### config.mk
export PLATFORM = sky130hd
export DESIGN_NAME = flee_port_receiver
export DESIGN_NICKNAME = d
export VERILOG_FILES = /design/src/rtl/noc_flit_pkg.sv /design/src/rtl/sync_fifo.sv /design/src/rtl/flee_port_receiver.sv
export SDC_FILE = /design/constraint.sdc
export NUM_CORES = 1
export LEC_CHECK = 0
export BUFFER_PORTS_ARGS = -buffer_cell sky130_fd_sc_hd__buf_2
export CAP_MARGIN = 20
export CORE_MARGIN = 8
export CORE_UTILIZATION = 49
export DETAILED_ROUTE_END_ITERATION = 10
export GPL_TIMING_DRIVEN = 0
export PLACE_DENSITY = 0.7
export SYNTH_ARGS = -nofsm -noshare
export SYNTH_HDL_FRONTEND = slang
export SYNTH_HIERARCHICAL = 1
export SYNTH_SLANG_ARGS = --single-unit
### constraint.sdc
create_clock -name clk -period 4.9 [get_ports clk]
set_input_delay 0.49 -clock clk [delete_from_list [all_inputs] [get_ports clk]]
set_output_delay 0.49 -clock clk [all_outputs]
set_load 0.005 [all_outputs]
### src/rtl/noc_flit_pkg.sv
`default_nettype none
// ============================================================================
// noc_flit_pkg : flit type encoding, field positions and receiver FSM states
//                shared by the flee-port receiver slice.
// Revision     : 1.0
// ============================================================================
`ifndef DW
`define DW 32
`endif

package noc_flit_pkg;

  typedef enum logic [1:0] {
    FLIT_BODY   = 2'b00,
    FLIT_TAIL   = 2'b01,
    FLIT_HEAD   = 2'b10,
    FLIT_SINGLE = 2'b11
  } flit_type_e;

  localparam int TYPE_MSB = `DW - 1;
  localparam int TYPE_LSB = `DW - 2;
  localparam int SEQ_MSB  = `DW - 3;
  localparam int SEQ_LSB  = `DW - 10;

  typedef enum logic {
    ST_IDLE   = 1'b0,
    ST_IN_PKT = 1'b1
  } rx_state_e;

endpackage

`default_nettype wire

### src/rtl/sync_fifo.sv
`default_nettype none
// ============================================================================
// sync_fifo : single-clock FIFO, power-of-two depth, wrap-bit pointers.
//             Head data reads as zero while empty.
// Revision  : 1.0
// ============================================================================
module sync_fifo #(
  parameter int DW    = 32,
  parameter int DEPTH = 4
) (
  input  logic          clk,
  input  logic          rstn,
  input  logic          push_i,
  input  logic [DW-1:0] wdata_i,
  input  logic          pop_i,
  output logic [DW-1:0] rdata_o,
  output logic          full_o,
  output logic          empty_o
);

  localparam int AW = $clog2(DEPTH);

  logic [DW-1:0] mem_q [DEPTH];
  logic [AW:0]   wptr_q, wptr_d;
  logic [AW:0]   rptr_q, rptr_d;
  logic          do_push, do_pop;

  assign empty_o = (wptr_q == rptr_q);
  assign full_o  = (wptr_q[AW] != rptr_q[AW]) &&
                   (wptr_q[AW-1:0] == rptr_q[AW-1:0]);

  assign do_push = push_i & ~full_o;
  assign do_pop  = pop_i & ~empty_o;

  assign wptr_d = do_push ? wptr_q + (AW+1)'(1) : wptr_q;
  assign rptr_d = do_pop  ? rptr_q + (AW+1)'(1) : rptr_q;

  assign rdata_o = empty_o ? '0 : mem_q[rptr_q[AW-1:0]];

  always_ff @(posedge clk or negedge rstn) begin
    if (!rstn) begin
      wptr_q <= '0;
      rptr_q <= '0;
    end else begin
      wptr_q <= wptr_d;
      rptr_q <= rptr_d;
    end
  end

  always_ff @(posedge clk) begin
    if (do_push) begin
      mem_q[wptr_q[AW-1:0]] <= wdata_i;
    end
  end

endmodule

`default_nettype wire

### src/rtl/flee_port_receiver.sv
`default_nettype none
// ============================================================================
// flee_port_receiver : throttled NoC ejection port with FIFO, packet framing
//                      check, counters and stall watchdog.
// Optional build     : define RECV_SEQ_CHECK_EN for HEAD/SINGLE sequence check.
// Revision           : 1.0
// ============================================================================
module flee_port_receiver
  import noc_flit_pkg::*;
#(
  parameter int DW       = `DW,
  parameter int DEPTH    = 4,
  parameter int PERIOD   = 16,
  parameter int OPEN     = 6,
  parameter int LW       = 8,
  parameter int WDOG_WIN = 10000
) (
  input  logic          clk,
  input  logic          rstn,
  input  logic [DW-1:0] data_i,
  input  logic          valid_i,
  output logic          ready_o,
  output logic [DW-1:0] data_o,
  output logic          valid_o,
  input  logic          ready_i,
  output logic          pkt_done_o,
  output logic [LW-1:0] pkt_len_o,
  output logic          err_frame_o,
  output logic          err_seq_o,
  output logic [31:0]   flit_cnt_o,
  output logic [31:0]   pkt_cnt_o,
  output logic          stall_o
);

  localparam int PW = (PERIOD > 1) ? $clog2(PERIOD) : 1;
  localparam int WW = $clog2(WDOG_WIN + 1);

  function automatic logic [LW-1:0] sat_inc(input logic [LW-1:0] v);
    return (v == {LW{1'b1}}) ? v : v + LW'(1);
  endfunction

  logic [PW-1:0] phase_q, phase_d;
  logic          open_win, fifo_full, fifo_empty, accept;
  flit_type_e    ftype;

  assign phase_d  = (phase_q == PW'(PERIOD - 1)) ? '0 : phase_q + PW'(1);
  assign open_win = (phase_q >= PW'(PERIOD - OPEN));
  assign ready_o  = rstn & open_win & ~fifo_full;
  assign accept   = valid_i & ready_o;
  assign valid_o  = ~fifo_empty;
  assign ftype    = flit_type_e'(data_i[TYPE_MSB:TYPE_LSB]);

  // Every accepted flit is stored, framing errors included.
  sync_fifo #(
    .DW    (DW),
    .DEPTH (DEPTH)
  ) u_fifo (
    .clk     (clk),
    .rstn    (rstn),
    .push_i  (accept),
    .wdata_i (data_i),
    .pop_i   (ready_i),
    .rdata_o (data_o),
    .full_o  (fifo_full),
    .empty_o (fifo_empty)
  );

  rx_state_e     state_q, state_d;
  logic [LW-1:0] len_q, len_d;
  logic [LW-1:0] pkt_len_q, pkt_len_d;
  logic          done_q, done_d;
  logic          err_q, err_d;

  always_comb begin
    state_d   = state_q;
    len_d     = len_q;
    pkt_len_d = pkt_len_q;
    done_d    = 1'b0;
    err_d     = 1'b0;
    if (accept) begin
      unique case (state_q)
        ST_IDLE: begin
          case (ftype)
            FLIT_HEAD: begin
              state_d = ST_IN_PKT;
              len_d   = LW'(1);
            end
            FLIT_SINGLE: begin
              done_d    = 1'b1;
              pkt_len_d = LW'(1);
            end
            default: err_d = 1'b1;
          endcase
        end
        ST_IN_PKT: begin
          case (ftype)
            FLIT_BODY: len_d = sat_inc(len_q);
            FLIT_TAIL: begin
              done_d    = 1'b1;
              pkt_len_d = sat_inc(len_q);
              len_d     = '0;
              state_d   = ST_IDLE;
            end
            FLIT_HEAD: begin
              err_d = 1'b1;
              len_d = LW'(1);
            end
            default: begin
              err_d     = 1'b1;
              done_d    = 1'b1;
              pkt_len_d = LW'(1);
              len_d     = '0;
              state_d   = ST_IDLE;
            end
          endcase
        end
        default: state_d = ST_IDLE;
      endcase
    end
  end

  logic [31:0]   flit_cnt_q, pkt_cnt_q;
  logic [WW-1:0] wdog_q, wdog_d;
  logic          stall_q, stall_d, wdog_hit;

  assign wdog_hit = (wdog_q == WW'(WDOG_WIN - 1));

  // Watchdog only runs while a flit is offered but refused.
  always_comb begin
    wdog_d  = wdog_q;
    stall_d = stall_q;
    if (accept || !valid_i) begin
      wdog_d = '0;
    end else if (!wdog_hit) begin
      wdog_d = wdog_q + WW'(1);
    end
    if (accept) begin
      stall_d = 1'b0;
    end else if (wdog_hit) begin
      stall_d = 1'b1;
    end
  end

  always_ff @(posedge clk or negedge rstn) begin
    if (!rstn) begin
      phase_q    <= '0;
      state_q    <= ST_IDLE;
      len_q      <= '0;
      pkt_len_q  <= '0;
      done_q     <= 1'b0;
      err_q      <= 1'b0;
      flit_cnt_q <= '0;
      pkt_cnt_q  <= '0;
      wdog_q     <= '0;
      stall_q    <= 1'b0;
    end else begin
      phase_q    <= phase_d;
      state_q    <= state_d;
      len_q      <= len_d;
      pkt_len_q  <= pkt_len_d;
      done_q     <= done_d;
      err_q      <= err_d;
      flit_cnt_q <= flit_cnt_q + 32'(accept);
      pkt_cnt_q  <= pkt_cnt_q + 32'(done_d);
      wdog_q     <= wdog_d;
      stall_q    <= stall_d;
    end
  end

  assign pkt_done_o  = done_q;
  assign pkt_len_o   = pkt_len_q;
  assign err_frame_o = err_q;
  assign flit_cnt_o  = flit_cnt_q;
  assign pkt_cnt_o   = pkt_cnt_q;
  assign stall_o     = stall_q;

`ifdef RECV_SEQ_CHECK_EN
  logic [7:0] seq_exp_q, seq_exp_d, rx_seq;
  logic       seq_vld_q, seq_vld_d, seq_err_q, seq_err_d, seq_flit;

  assign rx_seq   = data_i[SEQ_MSB:SEQ_LSB];
  assign seq_flit = accept & ((ftype == FLIT_HEAD) | (ftype == FLIT_SINGLE));

  // The first numbered flit after reset only seeds the expectation.
  always_comb begin
    seq_exp_d = seq_exp_q;
    seq_vld_d = seq_vld_q;
    seq_err_d = 1'b0;
    if (seq_flit) begin
      seq_err_d = seq_vld_q && (rx_seq != seq_exp_q);
      seq_exp_d = rx_seq + 8'd1;
      seq_vld_d = 1'b1;
    end
  end

  always_ff @(posedge clk or negedge rstn) begin
    if (!rstn) begin
      seq_exp_q <= '0;
      seq_vld_q <= 1'b0;
      seq_err_q <= 1'b0;
    end else begin
      seq_exp_q <= seq_exp_d;
      seq_vld_q <= seq_vld_d;
      seq_err_q <= seq_err_d;
    end
  end

  assign err_seq_o = seq_err_q;
`else
  assign err_seq_o = 1'b0;
`endif

endmodule

`default_nettype wire

== Word-level counts from Yosys, hierarchy flattened ==
Memory sizes are Yosys's and may differ from the RTL's.
Cells that the tools add are included.

* Flip-flop bits (word level): 108
* Memory bits (writable): 128
* Bits of input ports: 36
* Word-level logic and storage cells: 78
* Memories: 1

{| class="wikitable"
|+ Memories
! memory !! words !! width !! rd ports !! clocked after Yosys merged registers in !! write ports !! line !! text
|-
| u_fifo.mem_q || 4 || 32 || 1 || 0 || 1 || sync_fifo.sv:23 || <nowiki>logic [DW-1:0] mem_q [DEPTH];</nowiki>
|}

* $add $sub $neg: 7
* Magnitude comparators: 1
* Eq/ne operators: 13
* Muxes and demuxes: 26
* Bitwise gates (word level): 8
* Reduce and logical (&&, ||, !) cells: 10

{| class="wikitable"
|+ Operator list
! operator !! count
|-
| $add A32 B1 Y32 || 2
|-
| $pmux W8 S2 || 4
|-
| $mux W32 || 1
|-
| $mux W14 || 2
|-
| $mux W8 || 3
|-
| $add A14 B1 Y14 const B || 1
|-
| $eq A14 B14 Y1 const B || 1
|-
| $mux W1 || 12
|-
| $add A8 B1 Y8 const B || 1
|-
| $eq A8 B8 Y1 const B || 1
|-
| $add A3 B1 Y3 const B || 2
|-
| $pmux W1 S2 || 3
|-
| $reduce_or A2 Y1 || 3
|-
| $and A1 B1 Y1 || 5
|-
| $add A4 B1 Y4 const B || 1
|-
| $eq A2 B2 Y1 const B || 2
|-
| $eq A4 B4 Y1 const B || 1
|-
| $ge A4 B4 Y1 const B || 1
|-
| $mux W4 || 1
|-
| $ne A2 B1 Y1 const B || 2
|-
| $ne A2 B2 Y1 const B || 2
|-
| $eq A3 B3 Y1 || 1
|-
| $not A1 Y1 || 3
|-
| $reduce_and A3 Y1 || 1
|-
| 9 further kinds || 9
|}

== Depth between registers and ports, before layout ==
* Word-level depth: 8
* Mapped depth: 15
* Depth with buffers taken out: 13

== By module ==
The synthesis kept the hierarchy.

{| class="wikitable"
|+ By module, submodules not included
! module !! times used !! cells each !! area each (sq um)
|-
| sync_fifo || 1 || 248 || 5,416.4
|-
| flee_port_receiver || 1 || 443 || 4,745.8
|}

== Least setup slack after synthesis ==
No wires, ideal clock.

* Path type: register to register
* Start point: register u_fifo.rptr_q[0]
* End point: register pkt_cnt_q[30] (netlist: pkt_cnt_o[30])
* Arrival: 3.443 ns
* Data required time: 4.821 ns
* Path slack: 1.378 ns
* Cell stages (with the launch flop): 16
* Path through: dfrtp_1 > buf_6 > buf_8 > xnor2_1 > nand3_1 > inv_1 > nand4b_1 > nor2_1 > nand3_1 > inv_1 > ha_1 > ha_1 > and2_1 > nand3_1 > nor4_2 > xor2_1

* Cells in the longest elaborated chain, start to end: 7

{| class="wikitable"
|+ Ends and longest elaborated chain
! element !! line !! text
|-
| start, declared || sync_fifo.sv:25 || <nowiki>logic [AW:0] rptr_q, rptr_d;</nowiki>
|-
| start signal, assigned || sync_fifo.sv:46 || <nowiki>rptr_q <= rptr_d;</nowiki>
|-
| $eq A2 B2 Y1 || sync_fifo.sv:30 || <nowiki>(wptr_q[AW-1:0] == rptr_q[AW-1:0]);</nowiki>
|-
| $logic_and A1 B1 Y1 || sync_fifo.sv:29 || <nowiki>assign full_o = (wptr_q[AW] != rptr_q[AW]) &&</nowiki>
|-
| named net fifo_full || flee_port_receiver.sv:43 || <nowiki>logic open_win, fifo_full, fifo_empty, accept;</nowiki>
|-
| $not A1 Y1 || flee_port_receiver.sv:48 || <nowiki>assign ready_o = rstn & open_win & ~fifo_full;</nowiki>
|-
| $and A1 B1 Y1 || flee_port_receiver.sv:48 ||
|-
| $and A1 B1 Y1 || flee_port_receiver.sv:49 || <nowiki>assign accept = valid_i & ready_o;</nowiki>
|-
| named net accept || flee_port_receiver.sv:43 ||
|-
| $mux W1 || flee_port_receiver.sv:80 || <nowiki>if (accept) begin</nowiki>
|-
| named net done_d || flee_port_receiver.sv:71 || <nowiki>logic done_q, done_d;</nowiki>
|-
| $add A32 B1 Y32 || flee_port_receiver.sv:164 || <nowiki>pkt_cnt_q <= pkt_cnt_q + 32'(done_d);</nowiki>
|-
| end signal, assigned || flee_port_receiver.sv:164 ||
|-
| end, declared || flee_port_receiver.sv:122 || <nowiki>logic [31:0] flit_cnt_q, pkt_cnt_q;</nowiki>
|}

The timed path passes the listed nets, and every way through them passes these cells.
A chain may end at the register's enable or synchronous reset.

== Worst setup path after layout ==
Ends and elaborated chain as after synthesis.

==> impl_metrics.env <==
export IMPL_hold_class="primary input to flip-flop"
export IMPL_synth_compound_area_share_pct=3.42
export IMPL_r2r_slack_ps=650
export IMPL_cts_tree="yes"
export IMPL_fill_cells=1619
export IMPL_crit_type="flip-flop to flip-flop"
export IMPL_syn_inst=691
export IMPL_finalCritPeriodShare_pct=86.7
export IMPL_cap_violations=0
export IMPL_start_util_pct=50.1
export IMPL_cts_sinks=236
export IMPL_grt_pass1_vias=6536
export IMPL_yosysUniqueCellTypes=56
export IMPL_skew_ps=13.0
export IMPL_netlist_area_leader_share_pct=37.8
export IMPL_drt_iter0_markers=297
export IMPL_synth_simple_area_share_pct=13.7
export IMPL_setup_viol=0
export IMPL_wire_per_inst_um=17.7
export IMPL_multi_input_area_um2=3430
export IMPL_ys_ff_latch=236
export IMPL_via_per_inst=5.37
export IMPL_powerDensity_nw_per_um2=458
export IMPL_drv_slew=0
export IMPL_num_vias=6220
export IMPL_worstMarginPinSlew_ps=907
export IMPL_power_total_mw=5.57
export IMPL_worstPathMaxFanout=15
export IMPL_rows=52
export IMPL_start_kind="flip-flop"
export IMPL_grt_start_max_net_pins=92
export IMPL_drtAntennaViolNets=0
export IMPL_synth_edf_count=128
export IMPL_muxShareOfSynthArea_pct=7.61
export IMPL_cts_buffers=27
export IMPL_num_io_pins=146
export IMPL_clk_root_buffer_cell="clkbuf_16"
export IMPL_grt_pass1_wl_um=33800
export IMPL_worstSetupEndpointType="flip-flop"
export IMPL_p_leak_nw=5.04
export IMPL_fin_crit_ps=4250
export IMPL_crit_end="pkt_cnt_o[30]"
export IMPL_place_hpwl_um=13400
export IMPL_r2r_start="u_fifo/rptr_q[0]"
export IMPL_final_util_pct=59.9
export IMPL_rr_endpoint="pkt_cnt_o[30]"
export IMPL_die_area_um2=25600
export IMPL_die_w_um=160
export IMPL_crit_required_ps=5350
export IMPL_grtUsageTotal_pct=15.9
export IMPL_fmax_ghz=0.235
export IMPL_wl_um=20500
export IMPL_grt_overflow_total=0
export IMPL_crit_start="u_fifo/rptr_q[0]"
export IMPL_clock_path_buffers=3
export IMPL_dr_pass1_iters=4
export IMPL_regArea_um2=6550
export IMPL_drive_gt1_share_pct=28.5
export IMPL_synth_main_ff_cell="edfxtp_1"
export IMPL_r2r_cells=15
export IMPL_synth_top_family_by_area="simple AND/OR/NAND/NOR gates"
export IMPL_hold_slack_ps=183
export IMPL_cp_arrival_ps=4700
export IMPL_synth_common_cells="edfxtp_1 (128), dfrtp_1 (108), xnor2_1 (51), nand3_1 (42), nand2_1 (40)"
export IMPL_status="finished, final reports clean"
export IMPL_grt_antenna_before_repair=1
export IMPL_io_buffer_count=144
export IMPL_ys_seq_area_share_pct=64.4
export IMPL_yosysTopAreaCell="edfxtp_1"
export IMPL_nets=916
export IMPL_htreeDepth=1
export IMPL_synth_area_um2=10200
export IMPL_gp_congestion=0.792
export IMPL_cts_clk_slew_worst_paths_ps=60
export IMPL_grt_setup_unrepaired="false"
export IMPL_hold_viol=0
export IMPL_ir_drop_v=0.000306
export IMPL_syn_num_nets=740
export IMPL_yosysMostFrequentCell="edfxtp_1"
export IMPL_synthToLayoutAreaGrowth_pct=19.6
export IMPL_synthAdderAreaFrac_pct=1.60
export IMPL_clk_latency_ps=520
export IMPL_synthArstFlopShare_pct=45.8
export IMPL_core_area_um2=20300
export IMPL_synth_area_per_cell_um2=14.7
export IMPL_ys_warnings_count=6
export IMPL_die_height_um=160
export IMPL_relSlewSlack_pct=39.6
export IMPL_drc=0
export IMPL_synth_xor_area_share_pct=7.30
export IMPL_synth_area_leaders="edfxtp_1 (38%), dfrtp_1 (27%), mux4_2 (5.8%)"
[flip-flops by register name, summed over array words and instances, names as in the netlist]
| signal | cells |
|---|---|
| pkt_len_o | 8 |
| u_fifo/wptr_q | 3 |
| phase_q | 4 |
| len_q | 8 |
| pkt_done_o | 1 |
| u_fifo/rptr_q | 3 |
| state_q | 1 |
| u_fifo/mem_q | 128 |
| wdog_q | 14 |
| stall_o | 1 |
| pkt_cnt_o | 32 |
| err_frame_o | 1 |
| flit_cnt_o | 32 |
[where the power goes]
part,switching [mW],total (mW),internal [mW]
registers,0.102,2.28,2.18
clock network,0.759,1.87,1.12
logic,0.707,1.41,0.708
total,1.57,5.57,4.00
[cells by family after synthesis]
group	Yosys count
XOR/XNOR	83
flip-flops	236
other	1
AND/OR/NAND/NOR	239
buffers and inverters	32
AO/OA/AOI/OAI	52
multiplexers	35
adder cells (fa/ha/maj)	13
[layer usage]
| layer | GRT usage, % | up-vias | wire (um) |
|---|---|---|---|
| met5 | 0 | - | 0 |
| met4 | 5.14 | 0 | 443 |
| met3 | 4.34 | 41 | 1330 |
| met2 | 25.2 | 184 | 9410 |
| met1 | 21.1 | 3060 | 9290 |
| li1 | - | 2935 | - |
[how the worst min path moves through the flow]
stage	startpoint	to	slack (ps)	cells after the start
3_5_place_dp	rstn	pkt_cnt_o[10]	350	1
6_report	data_i[19]	u_fifo/mem_q[1][19]	180	1
3_3_place_gp	pkt_cnt_o[31]	pkt_cnt_o[31]	450	1
4_1_cts	data_i[19]	u_fifo/mem_q[2][19]	150	1
5_1_grt	data_i[2]	u_fifo/mem_q[1][2]	170	1
2_1_floorplan	rstn	err_frame_o	190	0
[critical path: stages (launching register included)]
cell	delay, ps
dfrtp_1	400
buf_6	160
buf_8	160
xnor2_1	220
nand3_1	200
inv_1	90
nand4b_1	250
nor2_2	530
nand3_1	420
inv_1	230
ha_1	290
ha_1	260
and2_1	250
nand3_1	230
nor4_2	330
xor2_1	160
[metrics by stage]
stage | std cells | setup TNS [ps] | instance area (um^2) | setup WS (ps)
6_report | 1159 | 0 | 12200 | 650
4_1_cts | 1158 | 0 | 12100 | 278
5_1_grt | 1159 | 0 | 12200 | 245
2_1_floorplan | 691 | 0 | 10200 | 1380
3_5_place_dp | 1107 | 0 | 11300 | 309
3_3_place_gp | 1105 | -124180 | 11200 | -1190
[area by class of cell]
class / instances / area share [%]
Tap cell: 270 / 2.78
Clock buffer: 38 / 6.15
Clock inverter: 12 / 0.783
Timing Repair Buffer: 147 / 6.52
Multi-Input combinational cell: 423 / 28.2
Buffer: 16 / 1.13
Sequential cell: 236 / 53.9
Inverter: 16 / 0.494
Antenna cell: 1 / 0.0206
[what timing repair did]
item / 4_1_cts / 5_1_grt
hold endpoints to repair: 20 / 0
gates resized for setup: 0 / 1
buffers inserted: 0 / 0
hold buffers: 1 / 0
endpoints found under the setup margin: 0 / 9
[placed cells by master, fill, tap and decap left out, drive strengths merged, types with 17 or more instances in the layout]
cell type,Yosys,final
buf,12,158
clkbuf,4,42
dfrtp,108,108
edfxtp,128,128
inv,16,17
mux4,32,32
nand2,40,40
nand3,42,42
nand4,19,19
nor2,37,37
nor2b,35,35
nor3,18,18
xnor2,51,51
xor2,32,32
No activity file was read; power rests on OpenSTA's default activity.
